$ cat src/rtl/eng_sched_pkg.sv
// rtl/eng_sched_pkg.sv - FSM state type and default widths for the engine share scheduler
package eng_sched_pkg;

    typedef enum logic [2:0] {
        IDLE,
        LOAD,
        START,
        WAIT,
        RESP
    } state_t;

    localparam int DEF_N       = 4;
    localparam int DEF_DW      = 8;
    localparam int DEF_RW      = 16;
    localparam int DEF_TIMEOUT = 255;

endpackage

$ cat src/rtl/rr_pick.sv
// rtl/rr_pick.sv - round-robin pick: first requester above ptr, wrapping modulo N
module rr_pick #(
    parameter int N = 4
) (
    input  logic [N-1:0]         req,
    input  logic [$clog2(N)-1:0] ptr,
    output logic [N-1:0]         gnt_oh,
    output logic [$clog2(N)-1:0] gnt_idx,
    output logic                 valid
);

    localparam int IW = $clog2(N);

    logic [IW-1:0] idx;

    // Scan from the farthest candidate down so the nearest one above ptr wins.
    always_comb begin
        gnt_oh  = '0;
        gnt_idx = '0;
        valid   = 1'b0;
        idx     = '0;
        for (int k = N; k >= 1; k--) begin
            idx = IW'((int'(ptr) + k) % N);
            if (req[idx]) begin
                gnt_oh      = '0;
                gnt_oh[idx] = 1'b1;
                gnt_idx     = idx;
                valid       = 1'b1;
            end
        end
    end

endmodule

$ cat src/rtl/eng_share_sched.sv
// rtl/eng_share_sched.sv - shares one ld/start/done compute engine among N requesters, round-robin
module eng_share_sched
    import eng_sched_pkg::*;
#(
    parameter int N       = DEF_N,
    parameter int DW      = DEF_DW,
    parameter int RW      = DEF_RW,
    parameter int TIMEOUT = DEF_TIMEOUT
) (
    input  logic            clk,
    input  logic            rst,
    input  logic [N-1:0]    req,
    input  logic [N*DW-1:0] opnd,
    output logic [N-1:0]    ack,
    output logic [RW-1:0]   result,
    output logic            timeout_err,
    output logic            busy,
    output logic            eng_ld,
    output logic [DW-1:0]   eng_opnd,
    output logic            eng_start,
    input  logic            eng_done,
    input  logic [RW-1:0]   eng_result
);

    localparam int IW = $clog2(N);
    localparam int CW = $clog2(TIMEOUT + 1);

    state_t        state;
    logic [IW-1:0] gnt;
    logic [N-1:0]  gnt_oh;
    logic [IW-1:0] ptr;
    logic [CW-1:0] cnt;

    logic [N-1:0]  pick_oh;
    logic [IW-1:0] pick_idx;
    logic          pick_valid;

    rr_pick #(.N(N)) u_pick (
        .req     (req),
        .ptr     (ptr),
        .gnt_oh  (pick_oh),
        .gnt_idx (pick_idx),
        .valid   (pick_valid)
    );

    // timeout_err doubles as the abort flag: it is only ever set on the WAIT->RESP edge.
    always_ff @(posedge clk or posedge rst) begin
        if (rst) begin
            state       <= IDLE;
            gnt         <= '0;
            gnt_oh      <= '0;
            ptr         <= IW'(N - 1);
            cnt         <= '0;
            result      <= '0;
            eng_opnd    <= '0;
            ack         <= '0;
            timeout_err <= 1'b0;
            busy        <= 1'b0;
            eng_ld      <= 1'b0;
            eng_start   <= 1'b0;
        end else begin
            eng_ld      <= 1'b0;
            eng_start   <= 1'b0;
            ack         <= '0;
            timeout_err <= 1'b0;
            case (state)
                IDLE: begin
                    if (pick_valid) begin
                        gnt      <= pick_idx;
                        gnt_oh   <= pick_oh;
                        eng_opnd <= opnd[pick_idx*DW +: DW];
                        eng_ld   <= 1'b1;
                        busy     <= 1'b1;
                        state    <= LOAD;
                    end
                end
                LOAD: begin
                    eng_start <= 1'b1;
                    state     <= START;
                end
                START: begin
                    cnt   <= '0;
                    state <= WAIT;
                end
                WAIT: begin
                    if (eng_done) begin
                        result <= eng_result;
                        ack    <= gnt_oh;
                        state  <= RESP;
                    end else if (cnt == CW'(TIMEOUT - 1)) begin
                        result      <= '0;
                        ack         <= gnt_oh;
                        timeout_err <= 1'b1;
                        state       <= RESP;
                    end else begin
                        cnt <= cnt + 1'b1;
                    end
                end
                RESP: begin
                    ptr   <= gnt;
                    busy  <= 1'b0;
                    state <= IDLE;
                end
                default: begin
                    busy  <= 1'b0;
                    state <= IDLE;
                end
            endcase
        end
    end

endmodule

$ cat config.mk
export PLATFORM = sky130hd
export DESIGN_NAME = eng_share_sched
export DESIGN_NICKNAME = d
export VERILOG_FILES = /design/src/rtl/eng_sched_pkg.sv /design/src/rtl/rr_pick.sv /design/src/rtl/eng_share_sched.sv
export SDC_FILE = /design/constraint.sdc
export NUM_CORES = 1
export LEC_CHECK = 0
export CELL_PAD_IN_SITES_DETAIL_PLACEMENT = 0
export CELL_PAD_IN_SITES_GLOBAL_PLACEMENT = 1
export CORE_UTILIZATION = 37
export CTS_BUF_LIST = sky130_fd_sc_hd__clkbuf_8
export DETAILED_ROUTE_END_ITERATION = 7
export PLACE_DENSITY_LB_ADDON = 0.3
export SLEW_MARGIN = 25
export SYNTH_ARGS = -nofsm -noshare
export SYNTH_HDL_FRONTEND = slang
export SYNTH_SLANG_ARGS = --single-unit
$ cat constraint.sdc
create_clock -name clk -period 4.25 [get_ports clk]
set_input_delay 0.6375 -clock clk [delete_from_list [all_inputs] [get_ports clk]]
set_output_delay 0.6375 -clock clk [all_outputs]
set_load 0.01 [all_outputs]
Word-level counts from Yosys, hierarchy flattened
Index checks and enable logic that the tools add are counted.

operators by class
  add/sub/neg operators = 5
  $mul = 0
  divide/modulo/power cells = 0
  magnitude comparators = 8
  equality and inequality tests = 9
  shift-type cells = 1
  muxes and demuxes = 48
  bitwise gates (word level) = 1
  reduce and logical (&&, ||, !) cells = 13

operator list
  cell                                                               count
  2-to-1 mux 16 bit                                                  2
  indexed part select 32 x 6 -> 8 bit                                1
  2-to-1 mux 4 bit                                                   7
  2-to-1 mux 1 bit                                                   19
  2-to-1 mux 8 bit                                                   2
  case mux 8 bit (2 select lines)                                    1
  less-than comparator 2 x 3 -> 1 bit, second input constant         4
  case mux 3 bit (4 select lines)                                    1
  2-to-1 mux 3 bit                                                   3
  adder 8 x 1 -> 8 bit, second input constant                        1
  binary-select mux 1 bit (select 2 bit)                             4
  demux 1 bit (select 2 bit)                                         4
  equality test 8 bit, second input constant                         1
  greater-or-equal comparator 2 x 1 -> 1 bit, second input constant  4
  2-to-1 mux 2 bit                                                   4
  AND reduction 2 bit                                                4
  equality test 3 x 2 -> 1 bit, second input constant                2
  inequality test 2 bit, second input constant                       3
  adder 2 x 1 -> 2 bit, second input constant                        2
  adder 2 bit, second input constant                                 2
  logical AND 1 bit                                                  4
  nonzero test 2 bit                                                 2
  equality test 3 x 1 -> 1 bit, second input constant                1
  equality test 3 bit, second input constant                         1
  6 further kinds                                                    6

storage, ports and cells
  flip-flop bits (word level) = 51
  latch bits = 0
  RAM bits = 0
  ROM bits = 0
  input bits = 55
  logic and storage cells = 97
  memories kept = 0

Logic depth before layout (Yosys ltp)
Gate-level depths: netlist of run 1.

  depth after elaboration = 9
  depth in mapped cells = 11

Hierarchy
From an unflattened synthesis of run 1, not the netlist that was laid out.

second synthesis, totals
  cells, all modules = 238
  area total of the unflattened synthesis = 2852.7 sq um

by module, submodules not included
  module           instances  cells each  area an instance (sq um)  seq. area each (sq um)
  eng_share_sched  1          168         2299.7                    1278.7
  rr_pick          1          70          553.0                     0.0

Worst setup path after synthesis of run 1
Ideal clock, no wire load.

  kind = register to register
  start point = reg ptr[0]
  end point = reg eng_opnd[0]
  setup time = 126 ps
  arrival time = 2827 ps
  data required time = 4124 ps
  slack = 1297 ps
  stages on the path, launching flop included = 12
  path buffers = 3
  path through = dfstp_2 buf_6 buf_4 inv_1 ha_1 mux4_1 buf_6 inv_1 a21oi_4 nor2_8 mux2_4 a221o_1

between the ends
  cells in the longest elaborated chain, start to end = 8
  elaborated cells on any way between the ends = 22

RTL lines
  item                                                                               RTL line                text
  start, declared                                                                    eng_share_sched.sv:31   logic [IW-1:0] ptr;
  start signal, assigned                                                             eng_share_sched.sv:52   ptr <= IW'(N - 1);
  start signal, assigned                                                             eng_share_sched.sv:100  ptr <= gnt;
  adder 2 x 1 -> 2 bit                                                               rr_pick.sv:23           idx = IW'((int'(ptr) + k) % N);
  binary-select mux 1 bit (select 2 bit)                                             rr_pick.sv:24           if (req[idx]) begin
  2-to-1 mux 1 bit (implied by the code)                                             rr_pick.sv:24
  2-to-1 mux 2 bit / 2-to-1 mux 1 bit (equally long branches) (4 in series)          rr_pick.sv:24
  indexed part select 32 x 6 -> 8 bit / AND reduction 2 bit (equally long branches)  -
  end signal, assigned                                                               eng_share_sched.sv:71   eng_opnd <= opnd[pick_idx*DW +: DW];
  end, declared                                                                      eng_share_sched.sv:19   output logic [DW-1:0] eng_opnd,

Several ways; a longest one is shown, not always the timed one. The select of a mux whose other input is x is not followed.
A chain may end at the register's enable or synchronous reset.

Final worst setup path of run 1
Same ends and word-level chain as after synthesis.

==> results.yml, run 1 <==
sta:
  layout_min_cycle_time_ns: 3.322
  report.final.setup_viol: 0
  fin_setup_tns_ns: 0
  fmax_ghz: 0.3010
  timing_hold_violations_final: 0
  unrepaired_setup_endpoints_after_global_routing: "false"
  worstMarginPinSlew_ns: 0.8820
  slew_violations: 0
  finClkSkew_ns: 0.007055
  fraction_of_the_cycle_the_final_worst_path_needs: 0.7816
  slew_headroom: 0.4080
worst_setup_path:
  crit_start: "ptr[0]"
  r2r_cells: 8
  path_class: "flip-flop to flip-flop"
  sort_of_element_at_the_start_of_the_critical_path: "flip-flop"
  required_ns: 4.44
  ff2ff_setup_slack_ns: 0.93
  cp_max_fo: 20
  worst-endpoint-arrival_ns: 3.51
  r2r-end: "eng_opnd[0]"
  crit-reg2reg-launch: "ptr[0]"
  setup.worst_path.end_class: "flip-flop"
  critical_path.endpoint: "eng_opnd[0]"
status:
  status: "finished, final reports clean"
placement:
  gp_congestion: 0.8189
  dp_hpwl_mm: 4.722
  count_of_placed_standard_cells_including_taps: 425
  port_buffers: 86
detailed_routing:
  route.antenna.remaining_nets: 0
  via_count: 2258
  route.detailed.wl_per_inst_um: 14.87
  detail_route.iter0.violations: 104
  routed_via_density: 5.215
  drt_drc_violations_left: 0
  dr.pass1.iters: 4
  totalWireLength_mm: 6.440
yosys:
  synth.top_cell.area_share: 0.4457
  synth.lib_cells_used.distinct: 51
  largest_family_of_logic_cells_by_synthesized_area: "compound AO/OA/AOI/OAI gates"
  synth_common_cells: "sky130_fd_sc_hd__dfrtp_1, sky130_fd_sc_hd__o21ai_0, sky130_fd_sc_hd__a22o_1"
  synth-edff-count: 0
  synth_compound_gate_area_share: 0.2128
  yosys_most_used_dff: "sky130_fd_sc_hd__dfrtp_1"
  synth_area_um2: 2751
  synth_area_leader: "sky130_fd_sc_hd__dfrtp_1"
  synth_adder_area_share: 0.04548
  library_cell_with_the_highest_instance_count_after_synthesis: "sky130_fd_sc_hd__dfrtp_1"
  ys_seq_elements: 51
  synthesis.nets: 315
  synth-xor-area-share: 0.01273
  post_synth_mux_area_share: 0.09231
  postSynthAreaPerCell_um2: 11.01
  synth.area.top_cells: "sky130_fd_sc_hd__dfrtp_1, sky130_fd_sc_hd__a22o_1, sky130_fd_sc_hd__ha_1, sky130_fd_sc_hd__o21ai_0, sky130_fd_sc_hd__mux2_4"
  yosys.area_share.simple: 0.1351
  synth.yosys.seq_area_share: 0.4648
  post_synthesis_async_set_or_reset_flop_share: 1.000
  syn-instance-count: 250
  ys.warnings.count: 0
clock_tree:
  tritoncts_clock_tree: "done"
  cts.clk_slew.worst_paths_ns: 0.09
  cts_hold_buf: 0
  clock_latency_ns: 0.30
  h_tree_depth: 2
  ctsLongestPathBuffers: 2
  cts-resized-gates: 0
  cts.sinks: 51
  clock_tree.root_cell: "sky130_fd_sc_hd__clkbuf_8"
  numCtsBuffers: 5
  cts_setup_buffers: 0
job:
  maxCapViolations: 0
final_layout:
  area_growth_syn_to_layout_pct: 38.52
  antenna_cells_inserted: 0
  finish.net_count: 398
  post_route_cells_drive_above_1_share: 0.08982
  fin_cells: 433
floorplanning:
  dieArea_um2: 7785
  fp.dieW_um: 88.24
  row_count: 31
  core_um2: 7214
  pin_count: 87
  initial_utilization: 0.3814
  die_height_um: 88.24
global_route:
  grt.total_usage: 0.1694
  largest_net_degree_at_the_start_of_global_routing: 52
  first_global_vias: 2249
  grt-ovfl-total: 0
  initial_antenna_violation_count: 0
  global_route_wire_length_before_repair_mm: 10.39
pwr:
  switching_share: 0.3797
  p_int_uw: 1624
  p_sw_uw: 993.9
  vdd_drop_max_uv: 341.3
  power-per-cell-area_nw_per_um2: 686.8
  sequentialPowerShare: 0.317
  p_leak_uw: 0.001599
  p_clk_frac: 0.150
  share_comb_of_total_power: 0.532
hold_path:
  hold_path_class: "flip-flop to flip-flop"
==> critical path, stage by stage, from the launching register on <==
cell and delay (ns):
sky130_fd_sc_hd__dfstp_2 0.83, sky130_fd_sc_hd__inv_1 0.20, sky130_fd_sc_hd__ha_1 0.46, sky130_fd_sc_hd__mux4_1 0.49, sky130_fd_sc_hd__inv_1 0.20, sky130_fd_sc_hd__a21oi_4 0.12
sky130_fd_sc_hd__nor2_8 0.26, sky130_fd_sc_hd__mux2_4 0.33, sky130_fd_sc_hd__a221o_1 0.33
==> stage by stage <==
step | util | worst slack (ns) | area, um2 | power (uW) | hold WS [ns]
floorplan | - | 1.297 | 2751 | 1763 | 0.4418
global placement | 0.5090 | 1.020 | 3672 | 2212 | 0.4534
detailed placement | 0.5094 | 0.9202 | 3675 | 2230 | 0.4647
CTS | 0.5283 | 0.9034 | 3811 | 2634 | 0.4852
global route | 0.5283 | 0.6775 | 3811 | 2809 | 0.5122
finish | 0.5283 | 0.9281 | 3811 | 2618 | 0.4769
==> metal layers <==
metal / GRT usage / up-vias / wire (um)
li1: - / 1093 / -
met1: 0.2341 / 1086 / 2987
met2: 0.2650 / 75 / 3029
met3: 0.03078 / 4 / 360
met4: 0.06598 / 0 / 62
met5: 0 / - / 0
==> kinds of logic (layout without fill, tap and decap cells) <==
logic type,count (synthesis),after routing
muxes,16,16
xor gates and xnor gates,4,4
and+or+nand+nor,68,68
DFF,51,51
adders and majority gates,10,10
buffers and inverters,19,103
AOI/OAI and AO/OA,82,82
==> registers in the layout, summed over array words and instances, names as in the netlist <==
signal       flops
ack              4
gnt_oh           4
result          16
eng_ld           1
gnt              2
ptr              2
timeout_err      1
cnt              8
busy             1
eng_opnd         8
eng_start        1
state            3
==> placed cells by master (no fill, tap or decap), drive strengths merged, types with 2 or more instances in the layout <==
master,synthesis,final
clkdlybuf4s50,0,86
dfrtp,49,49
o21ai,22,22
a22o,16,16
nand2,15,15
nor2,15,15
a21oi,14,14
nand3,11,11
ha,10,10
inv,8,8
mux2,8,8
a221o,7,7
a211oi,6,6
and2,5,5
clkbuf,6,5
nand2b,4,4
mux2i,4,4
a22oi,4,4
mux4,4,4
xor2,3,3
nor2b,3,3
a21o,3,3
or3,3,3
a31oi,2,2
nor3b,2,2
a21boi,2,2
nand4,2,2
bufinv,0,2
dfstp,2,2
nor3,2,2
==> worst min path at each step <==
stage,start,end,depth (start not counted)
finish,gnt_oh[0],gnt_oh[0],2
global route,gnt_oh[3],ack[3],1
CTS,gnt_oh[0],gnt_oh[0],2
detailed placement,gnt_oh[0],gnt_oh[0],2
global placement,gnt_oh[1],gnt_oh[1],2
floorplan,gnt_oh[0],gnt_oh[0],2
==> power groups by stage <==
stage	logic [uW]	clock network, uW	registers, uW
4_1_cts	1400	402	833
2_1_floorplan	924	0	839
3_5_place_dp	1390	0	842
5_1_grt	1530	417	861
3_3_place_gp	1380	0	835
6_report	1390	394	831
==> area by class of cell <==
cell class                      instances  area [um2]
Clock buffer                            5       68.82
Inverter                                8       32.53
Tap cell                               99       123.9
Multi-Input combinational cell        180        1371
Clock inverter                          3       67.56
Fill cell                             660        3403
Sequential cell                        51        1279
Timing Repair Buffer                   87       868.3
No activity file was read; power rests on OpenSTA's default activity.
==> run 2, diff against run 1 <==
--- a/config.mk
+++ b/config.mk
@@ -7,7 +7,7 @@
 export LEC_CHECK = 0
 export CELL_PAD_IN_SITES_DETAIL_PLACEMENT = 0
 export CELL_PAD_IN_SITES_GLOBAL_PLACEMENT = 1
-export CORE_UTILIZATION = 37
+export CORE_UTILIZATION = 33
 export CTS_BUF_LIST = sky130_fd_sc_hd__clkbuf_8
 export DETAILED_ROUTE_END_ITERATION = 7
 export PLACE_DENSITY_LB_ADDON = 0.3
==> constraint.sdc (replaced) <==
create_clock -name clk -period 2.75 [get_ports clk]
set_input_delay 0.4125 -clock clk [delete_from_list [all_inputs] [get_ports clk]]
set_output_delay 0.4125 -clock clk [all_outputs]
set_load 0.01 [all_outputs]
==> results.yml, run 2 (synthesized netlist as in run 1, its figures left out) <==
status:
  status: "finished, final reports clean"
floorplanning:
  initial_utilization: 0.3488
  fp.dieW_um: 93.31
  core_um2: 7888
  die_height_um: 93.31
  dieArea_um2: 8707
  pin_count: 87
  row_count: 32
detailed_routing:
  route.met3.wl_um: 346
  m1WireLength_mm: 3.056
  route.antenna.remaining_nets: 0
  route.detailed.wl_per_inst_um: 14.23
  via_count: 2286
  drt_drc_violations_left: 0
  dr.pass1.iters: 4
  top_layer_reached_by_signal_wires: "met4"
  routed_via_density: 4.959
  wl_met2_mm: 3.059
  totalWireLength_mm: 6.558
  detail_route.iter0.violations: 86
sta:
  fraction_of_the_cycle_the_final_worst_path_needs: 0.9795
  timing_hold_violations_final: 0
  report.final.setup_viol: 0
  worstMarginPinSlew_ns: 0.6852
  post-route-worst-setup-slack_ns: 0.05643
  finClkSkew_ns: 0.01315
  layout_min_cycle_time_ns: 2.694
  holdWs_ns: 0.4780
  slew_headroom: 0.5425
  fmax_ghz: 0.3713
  slew_violations: 0
worst_setup_path:
  cp_max_fo: 8
  r2r_cells: 9
  crit_start: "ptr[0]"
  setup.worst_path.end_class: "flip-flop"
  worst-endpoint-arrival_ns: 2.89
  ff2ff_setup_slack_ns: 0.06
  path_class: "flip-flop to flip-flop"
  sort_of_element_at_the_start_of_the_critical_path: "flip-flop"
  required_ns: 2.95
  crit-reg2reg-launch: "ptr[0]"
  r2r-end: "eng_opnd[2]"
  critical_path.endpoint: "eng_opnd[2]"
clock_tree:
  clock_latency_ns: 0.31
  cts.clk_slew.worst_paths_ns: 0.10
  numCtsBuffers: 5
  h_tree_depth: 2
  tritoncts_clock_tree: "done"
  cts.sinks: 51
  ctsLongestPathBuffers: 2
  clock_tree.root_cell: "sky130_fd_sc_hd__clkbuf_8"
global_route:
  global_route_wire_length_before_repair_mm: 10.57
  first_global_vias: 2179
  grt-ovfl-total: 0
  initial_antenna_violation_count: 0
  grt.total_usage: 0.1533
  largest_net_degree_at_the_start_of_global_routing: 35
final_layout:
  antenna_cells_inserted: 0
  layout_common_cells: "sky130_fd_sc_hd__clkdlybuf4s50_1, sky130_fd_sc_hd__dfrtp_1, sky130_fd_sc_hd__buf_4"
  ff_latch_area_um2: 1282
  largestRegisters: "result x16, cnt x8, eng_opnd x8"
  multi_input_area_um2: 1396
  postLayoutCoreUtil: 0.5073
  post_route_cells_drive_above_1_share: 0.1699
  largest_register: "result"
  area_growth_syn_to_layout_pct: 45.43
  largest_reg_flops: 16
  layout.cells.most_common: "sky130_fd_sc_hd__clkdlybuf4s50_1"
  finish.net_count: 423
  layout.filler_cells: 760
pwr:
  p_leak_uw: 0.001713
  vdd_drop_max_uv: 555.6
  power-per-cell-area_nw_per_um2: 1062
job:
  maxCapViolations: 0
placement:
  port_buffers: 86
  dp_hpwl_mm: 4.883
  gp_congestion: 0.7655
  dp_slack_ns: -0.07475
hold_path:
  hold_path_class: "flip-flop to flip-flop"
## run 2: metal layers
layer	global-route usage	vias up
li1	-	1144
met4	0.05000	0
met2	0.2482	69
met1	0.2072	1065
met3	0.02764	8
met5	0	-
## run 2: cell type report
type	count	share of cell area
Clock buffer	5	0.01720
Sequential cell	51	0.3205
Timing Repair Buffer	112	0.2670
Inverter	8	0.008130
Multi-Input combinational cell	180	0.3490
Tap cell	102	0.03189
Clock inverter	3	0.006254
## run 2: power breakdown
part	internal, uW	switching (uW)
registers	1040	206
logic	1400	1160
clock network	182	253
total	2630	1620
## run 2: repair_timing
item                                    in CTS  in global routing
gates resized for setup                      0                  6
hold endpoints to repair                     0                  0
buffers inserted                             0                  6
hold buffers                                 0                  0
endpoints found under the setup margin       0                  8
## run 2: through the flow
stage,setup TNS [ns],power [uW],instance area [um2],cells
floorplan,0,2760,2774,250
global placement,0,3600,3834,447
detailed placement,-0.4570,3634,3834,447
CTS,0,4084,3928,455
global route,-0.007263,4575,4001,461
finish,0,4249,4001,461
## run 2: how the worst min path moves through the flow
stage | cells past startpoint | slack [ns] | endpoint | start
global placement | 2 | 0.46 | gnt_oh[3] | gnt_oh[3]
floorplan | 2 | 0.44 | gnt_oh[0] | gnt_oh[0]
finish | 2 | 0.48 | gnt_oh[3] | gnt_oh[3]
global route | 1 | 0.51 | ack[0] | gnt_oh[0]
detailed placement | 2 | 0.46 | gnt_oh[3] | gnt_oh[3]
CTS | 1 | 0.48 | ack[3] | gnt_oh[3]
## run 2: worst max-delay path, stage by stage, from the launching register on
cell	delay (ns)
sky130_fd_sc_hd__dfstp_4	0.70
sky130_fd_sc_hd__inv_4	0.05
sky130_fd_sc_hd__ha_4	0.30
sky130_fd_sc_hd__mux4_2	0.38
sky130_fd_sc_hd__nor2b_4	0.15
sky130_fd_sc_hd__o211a_4	0.21
sky130_fd_sc_hd__nor2_8	0.04
sky130_fd_sc_hd__buf_4	0.16
sky130_fd_sc_hd__mux2_4	0.29
sky130_fd_sc_hd__a221o_1	0.31
==> run 3, diff against run 2 <==
--- a/config.mk
+++ b/config.mk
@@ -9,6 +9,7 @@
 export CELL_PAD_IN_SITES_GLOBAL_PLACEMENT = 1
 export CORE_UTILIZATION = 33
 export CTS_BUF_LIST = sky130_fd_sc_hd__clkbuf_8
+export CTS_CLUSTER_DIAMETER = 50
 export DETAILED_ROUTE_END_ITERATION = 7
 export PLACE_DENSITY_LB_ADDON = 0.3
 export SLEW_MARGIN = 25
==> results of run 3 <==
Final layout, timing and power as in run 2 (identical DEF).
